### config.mk
export PLATFORM = sky130hd
export DESIGN_NAME = axi4_write_master
export DESIGN_NICKNAME = d
export VERILOG_FILES = /design/src/rtl/axi4_write_master.sv
export SDC_FILE = /design/constraint.sdc
export NUM_CORES = 1
export LEC_CHECK = 0
export CAP_MARGIN = 20
export CORE_MARGIN = 2
export CORE_UTILIZATION = 43
export CTS_CLUSTER_DIAMETER = 150
export DETAILED_ROUTE_END_ITERATION = 12
export PLACE_DENSITY = 0.85
export SLEW_MARGIN = 20
export SYNTH_ARGS = -nofsm -noshare
export SYNTH_HDL_FRONTEND = slang
export SYNTH_SLANG_ARGS = --single-unit
### constraint.sdc
create_clock -name clk -period 2 [get_ports clk]
set_input_delay 0.3 -clock clk [delete_from_list [all_inputs] [get_ports clk]]
set_output_delay 0.3 -clock clk [all_outputs]
set_load 0.01 [all_outputs]
### src/rtl/axi4_write_master.sv
// Single-outstanding AXI4 write master: registers one store, drives AW and W independently, waits for B.
// Optional AXI4_WMST_ERR_CAPTURE_EN adds err_addr/err_sticky capture of the first failing store.
module axi4_write_master #(
    parameter int ADDR_WIDTH = 32,
    parameter int DATA_WIDTH = 32
) (
    input  logic                    clk,
    input  logic                    rst_n,
    input  logic                    req_valid,
    output logic                    req_ready,
    input  logic [ADDR_WIDTH-1:0]   req_addr,
    input  logic [DATA_WIDTH-1:0]   req_data,
    input  logic [DATA_WIDTH/8-1:0] req_strb,
    input  logic [2:0]              req_size,
    output logic                    done,
    output logic                    err,
`ifdef AXI4_WMST_ERR_CAPTURE_EN
    output logic [ADDR_WIDTH-1:0]   err_addr,
    output logic                    err_sticky,
`endif
    output logic                    awvalid,
    input  logic                    awready,
    output logic [ADDR_WIDTH-1:0]   awaddr,
    output logic [2:0]              awsize,
    output logic [7:0]              awlen,
    output logic [1:0]              awburst,
    output logic                    wvalid,
    input  logic                    wready,
    output logic [DATA_WIDTH-1:0]   wdata,
    output logic [DATA_WIDTH/8-1:0] wstrb,
    output logic                    wlast,
    input  logic                    bvalid,
    output logic                    bready,
    input  logic [1:0]              bresp,
    output logic [1:0]              dbg_state
);

    // Handshakes: a transfer occurs on a rising edge where valid && ready; once valid
    // is raised it stays high with a stable payload until that edge.
    typedef enum logic [1:0] {
        IDLE = 2'd0,
        SEND = 2'd1,
        RESP = 2'd2
    } state_t;

    state_t state, state_nxt;
    logic   aw_pend, w_pend;
    logic   accept, aw_fire, w_fire, b_fire;
    logic   unused_bresp;

    assign unused_bresp = bresp[0];
    assign dbg_state    = state;
    assign awlen        = 8'd0;
    assign awburst      = 2'b01;
    assign wlast        = 1'b1;

    assign accept  = req_valid && req_ready;
    assign aw_fire = awvalid && awready;
    assign w_fire  = wvalid && wready;
    assign b_fire  = bvalid && bready;

    always_ff @(posedge clk or negedge rst_n) begin
        if (!rst_n) state <= IDLE;
        else        state <= state_nxt;
    end

    always_comb begin
        state_nxt = state;
        req_ready = 1'b0;
        awvalid   = 1'b0;
        wvalid    = 1'b0;
        bready    = 1'b0;
        case (state)
            IDLE: begin
                req_ready = 1'b1;
                if (req_valid) state_nxt = SEND;
            end
            SEND: begin
                awvalid = aw_pend;
                wvalid  = w_pend;
                // Leave once nothing is still outstanding after this cycle's handshakes.
                if (!(aw_pend && !aw_fire) && !(w_pend && !w_fire)) state_nxt = RESP;
            end
            RESP: begin
                bready = 1'b1;
                if (bvalid) state_nxt = IDLE;
            end
            default: state_nxt = IDLE;
        endcase
    end

    always_ff @(posedge clk or negedge rst_n) begin
        if (!rst_n) begin
            aw_pend <= 1'b0;
            w_pend  <= 1'b0;
            awaddr  <= '0;
            awsize  <= '0;
            wdata   <= '0;
            wstrb   <= '0;
        end else if (accept) begin
            aw_pend <= 1'b1;
            w_pend  <= 1'b1;
            awaddr  <= req_addr;
            awsize  <= req_size;
            wdata   <= req_data;
            wstrb   <= req_strb;
        end else begin
            if (aw_fire) aw_pend <= 1'b0;
            if (w_fire)  w_pend  <= 1'b0;
        end
    end

    always_ff @(posedge clk or negedge rst_n) begin
        if (!rst_n) begin
            done <= 1'b0;
            err  <= 1'b0;
        end else begin
            done <= b_fire;
            err  <= b_fire && bresp[1];
        end
    end

`ifdef AXI4_WMST_ERR_CAPTURE_EN
    // Only the first failing store is kept; later errors leave the record alone.
    always_ff @(posedge clk or negedge rst_n) begin
        if (!rst_n) begin
            err_addr   <= '0;
            err_sticky <= 1'b0;
        end else if (b_fire && bresp[1] && !err_sticky) begin
            err_addr   <= awaddr;
            err_sticky <= 1'b1;
        end
    end
`endif

endmodule
==> results of run 1 <==
worst max-delay path, cell delays in order (launching register included):
cell	delay, ns
dfrtp_1	0.42
and2b_1	0.25
clkdlybuf4s50_1	0.55
sequential cells by signal, summed over array words and instances, names as in the netlist:
signal     flops
aw_pend        1
awaddr        32
awsize         3
dbg_state      2
done           1
err            1
w_pend         1
wdata         32
wstrb          4
layout make-up:
type / instances / area (µm²) / share of cell area [%]
Clock inverter: 6 / 113 / 2.21
Multi-Input combinational cell: 97 / 1150 / 22.5
Clock buffer: 9 / 124 / 2.43
Inverter: 4 / 15.0 / 0.295
Tap cell: 99 / 124 / 2.43
Timing Repair Buffer: 161 / 1650 / 32.3
Sequential cell: 77 / 1930 / 37.8
cells by family after synthesis:
kind of cell           synth area share (%)
and+or+nand+nor                        1.83
buffers and inverters                  7.47
AOI/OAI and AO/OA                     0.915
muxes                                  30.9
other                                 0.229
DFF                                    58.7
per-layer routing:
metal | vias up | global-route usage (%) | part of all wire, %
met2 | 99 | 30.0 | 50
met4 | 0 | 6.06 | 1.1
li1 | 944 | - | -
met3 | 8 | 5.31 | 7.2
met1 | 1014 | 23.2 | 42
met5 | - | 0 | 0
worst max path at each step:
stage | startpoint | cells past startpoint | slack [ns] | to
floorplan | dbg_state[1] | 5 | 0.46 | awaddr[0]
global placement | req_valid | 4 | 0.27 | wdata[7]
detailed placement | req_valid | 4 | 0.24 | wdata[4]
CTS | dbg_state[0] | 2 | 0.13 | bready
global route | dbg_state[0] | 2 | 0.08 | bready
finish | dbg_state[0] | 2 | 0.16 | bready
where the power goes:
part	total, mW	internal, mW	switching, mW
Clock	1.37	0.824	0.546
Combinational	4.15	2.75	1.40
Sequential	2.78	2.35	0.435
repair_timing:
action,in CTS,in global routing
endpoints found under the setup margin,2,0
hold buffers,1,0
endpoints found under the hold margin,38,0
gates resized for setup,3,0
placed cells by master (no fill, tap or decap), types with 2 or more instances in the layout:
| master | count |
|---|---|
| clkinv_4 | 2 |
| buf_12 | 4 |
| mux2_4 | 57 |
| bufinv_16 | 3 |
| o22ai_1 | 2 |
| clkbuf_8 | 9 |
| conb_1 | 11 |
| inv_1 | 4 |
| dfrtp_1 | 77 |
| nor2_1 | 3 |
| mux2_2 | 14 |
| a21oi_1 | 2 |
| dlygate4sd2_1 | 2 |
| or2_2 | 2 |
| clkdlybuf4s50_1 | 153 |
stage by stage:
step | total power, mW | setup slack, ns | cell area [µm²]
floorplan | 5.04 | 0.463 | 3320
detailed placement | 6.99 | 0.238 | 4850
finish | 8.30 | 0.160 | 5090
global route | 8.77 | 0.0792 | 5090
CTS | 8.40 | 0.131 | 5090
global placement | 6.87 | 0.268 | 4850
==> flow_summary.ini, run 1 <==
[status]
status = finished, final reports clean

[logic_synthesis]
postSynthAreaPerCell_um2 = 17.5
synth_top_cells_by_count = dfrtp_1, mux2_4, mux2_2
synthArstFlopShare_pct = 100
synth_area_leaders = dfrtp_1, mux2_4, mux2_2
synth-edff-count = 0
ys_seq_area_share_pct = 58.7
synth_top_area_cell = dfrtp_1
synthDistinctLibCells = 16
syn_area_um2 = 3280
synth_top_area_share_pct = 58.7
yosysMostFrequentCell = dfrtp_1
ys_ff_latch = 77
yosys_warnings = 0
synthFlopType = dfrtp_1
synthCells = 188

[worst_setup_path]
reg2reg_depth = 4
reg2reg_from = dbg_state[1]
ff2ff_setup_slack_ns = 0.40
path_class = reg -> out
cp-end-kind = primary output
crit_required_ns = 1.70
crit_fanout = 4
timing.rr.end = wdata[17]
cp-start-kind = register
worst_ep_arrival_time_ns = 1.54

[power]
p_leak_nw = 2.26
p_per_area_nw_per_um2 = 1630
ir_worst_vdd_uv = 1020

[clocking]
cts_setup_buffers = 0
cts_buffers = 9
clock_sinks = 77
clock_path_buffers = 2
cts_tree = built
cts-root-buf = clkbuf_8
clk_pin_slew_ns = 0.08
insertion_delay_ns = 0.33
htree_levels = 3

[grt]
gr-total-overflow = 0
grt_pass1_wl_mm = 11.9
grt_use_total_pct = 18.3
grt_pass1_vias = 2308
grt_start_max_net_pins = 40
antenna_found_initial = 0

[timing]
hold_viol_final = 0
fin_worst_skew_ns = 0.00592
tns_ns = 0
drv_slew = 0
rsz0062_at_grt = no
period_share_pct = 92.0
finalSetupViolCount = 0
whs_ns = 0.485
fmax_ghz = 0.543
tightest_slew_ns = 0.515
slew_headroom_pct = 65.7
period_needed_ns = 1.84

[finish]
drive_gt1_share_pct = 26.8
area_delta_synth_final_pct = 55.2
nets = 429
utilization_pct = 69.5
fin_cells = 453
antenna_cells = 0
n_fill_cell = 525

[floorplanning]
initial_core_util_pct = 44.8
die_area_um2 = 8350
die_height_um = 91.4
coreArea_um2 = 7330
rows = 31
io_pins = 169
fp.dieW_um = 91.4

[place]
dp_hpwl_mm = 5.37
gp_congestion = 0.701
dp.cells = 437
io_buffers = 156

[drt]
drt_pass1_iterations = 3
drtIter0Drc = 60
remaining_drc_errors = 0
wl_mm = 7.23
vias = 2065
ant_nets = 0
via_per_inst = 4.56
wire_per_inst_um = 16.0

[hold_path]
min_path_type = in -> async

[job]
drv_cap = 0
Note: power is estimated with default switching activity, not from simulation.
==> inputs of run 2 (changes only) <==
Settings changed: CORE_MARGIN 2 to 4, CTS_CLUSTER_DIAMETER 150 to 60.
==> run 2 against run 1 <==
  * Worst hold slack worse by 0.47 ns
  * Clock-buffer cell count is 4 higher
  * Global-route usage is 1.9 points lower
  * Sequential share of layout area hardly changed
  * Routed wire length is 1.8% higher
  * Cell count is 0.44% higher
  * Worst setup slack worse by 0.017 ns
  * Sequential power hardly changed
  * Critical path type unchanged
==> flow_summary.ini, run 2 (synthesis results as in run 1) <==
[floorplanning]
fp.dieW_um = 95.4
die_height_um = 95.4
initial_core_util_pct = 44.8
rows = 31
io_pins = 169
coreArea_um2 = 7330
die_area_um2 = 9100

[worst_setup_path]
worst_ep_arrival_time_ns = 1.56
critPathSlowestCell = clkdlybuf4s50_1
cpPeakStageDelay_ns = 0.55
cp_top_family = buffers and inverters
crit_chain = and2b_1 -> clkdlybuf4s50_1
cp-end-kind = primary output
crit_fanout = 4
crit_buf_inv = 1
crit_required_ns = 1.70
path_class = reg -> out
cp-start-kind = register

[finish]
nets = 430
drive_gt1_share_pct = 26.7
layout_commonest_cell = clkdlybuf4s50_1
largestRegisters = awaddr x32, wdata x32, wstrb x4
layout_common_cells = clkdlybuf4s50_1, dfrtp_1, mux2_4
antenna_cells = 0
area_delta_synth_final_pct = 55.0
utilization_pct = 69.4

[timing]
fmax_ghz = 0.538
fin_worst_skew_ns = 0.00754
period_needed_ns = 1.86
drv_slew = 0
rsz0062_at_grt = no
finalSetupViolCount = 0
hold_viol_final = 0
period_share_pct = 92.9
setup_ws_ns = 0.142
tns_ns = 0
whs_ns = 0.0151

[place]
gp_congestion = 0.736
place_ws_ns = 0.213
io_buffers = 156
dp_hpwl_mm = 5.50

[grt]
grt_pass1_wl_mm = 11.2
grt_start_max_net_pins = 40
gr-total-overflow = 0
antenna_found_initial = 0
grt_use_total_pct = 16.4
grt_pass1_vias = 2217

[clocking]
cts_tree = built
cts_setup_buffers = 0
htree_levels = 3
cts-root-buf = clkbuf_8
insertion_delay_ns = 0.33
clock_sinks = 77
clk_pin_slew_ns = 0.08
clock_path_buffers = 2
cts_buffers = 9

[status]
status = finished, final reports clean

[drt]
vias = 2077
ant_nets = 0
wl_mm = 7.36
drt_pass1_iterations = 3
remaining_drc_errors = 0
via_per_inst = 4.56
wire_per_inst_um = 16.2
drtIter0Drc = 39

[power]
seq_power_share_pct = 33.6
p_sw_share_pct = 28.8
p_leak_nw = 2.26
internal-power_mw = 5.88
p_per_area_nw_per_um2 = 1620
p_switching_mw = 2.38
ir_worst_vdd_uv = 861
pwr-share-clk_pct = 15.9
power_frac_comb_pct = 50.5

[job]
drv_cap = 0

[hold_path]
min_path_type = in -> async
run 2: power by group through the flow:
stage	logic (mW)	registers, mW	clock network, mW
final	4.18	2.78	1.32
after global routing	4.42	2.89	1.44
after CTS	4.24	2.79	1.35
after detailed placement	4.23	2.80	0
after global placement	4.18	2.75	0
after floorplan	1.91	3.13	0
run 2: cell type report:
type / instances / area (µm²)
clock buffer: 13 / 159
clock inverter: 3 / 67.6
fill: 507 / 2240
inverter: 4 / 15.0
multi-input combinational: 97 / 1140
sequential: 77 / 1930
tap: 99 / 124
timing repair buffer: 162 / 1650
run 2: final timing paths:
kind / slack [ns] / startpoint / depth (start not counted) / to
worst max-delay path: 0.14 / dbg_state[0] / 2 / bready
worst min-delay path: 0.02 / rst_n / 2 / wdata[13]
worst max register to register: 0.41 / dbg_state[1] / 4 / awaddr[8]
worst min register to register: 0.51 / awaddr[11] / 1 / awaddr[11]
max in group asynchronous: 1.64 / rst_n / 2 / awaddr[9]
min in group clk: 0.51 / awaddr[11] / 1 / awaddr[11]
run 2: repair_timing:
item	CTS	global route
gates resized for setup	2	0
hold buffers	0	0
endpoints found under the hold margin	0	0
setup endpoints to repair	2	0
run 2: per-layer routing:
| layer | up-vias | routed length [µm] | GRT usage (%) |
|---|---|---|---|
| met3 | 12 | 782 | 7.02 |
| li1 | 945 | - | - |
| met4 | 0 | 126 | 6.52 |
| met1 | 1017 | 2990 | 20.4 |
| met2 | 103 | 3460 | 25.1 |
| met5 | - | 0 | 0 |
run 2: per-stage QoR:
step | total power, mW | instance area (µm²) | instances
floorplan | 5.04 | 3320 | 197
global placement | 6.93 | 4860 | 439
detailed placement | 7.03 | 4860 | 439
CTS | 8.38 | 5090 | 455
global route | 8.75 | 5090 | 455
finish | 8.27 | 5090 | 455
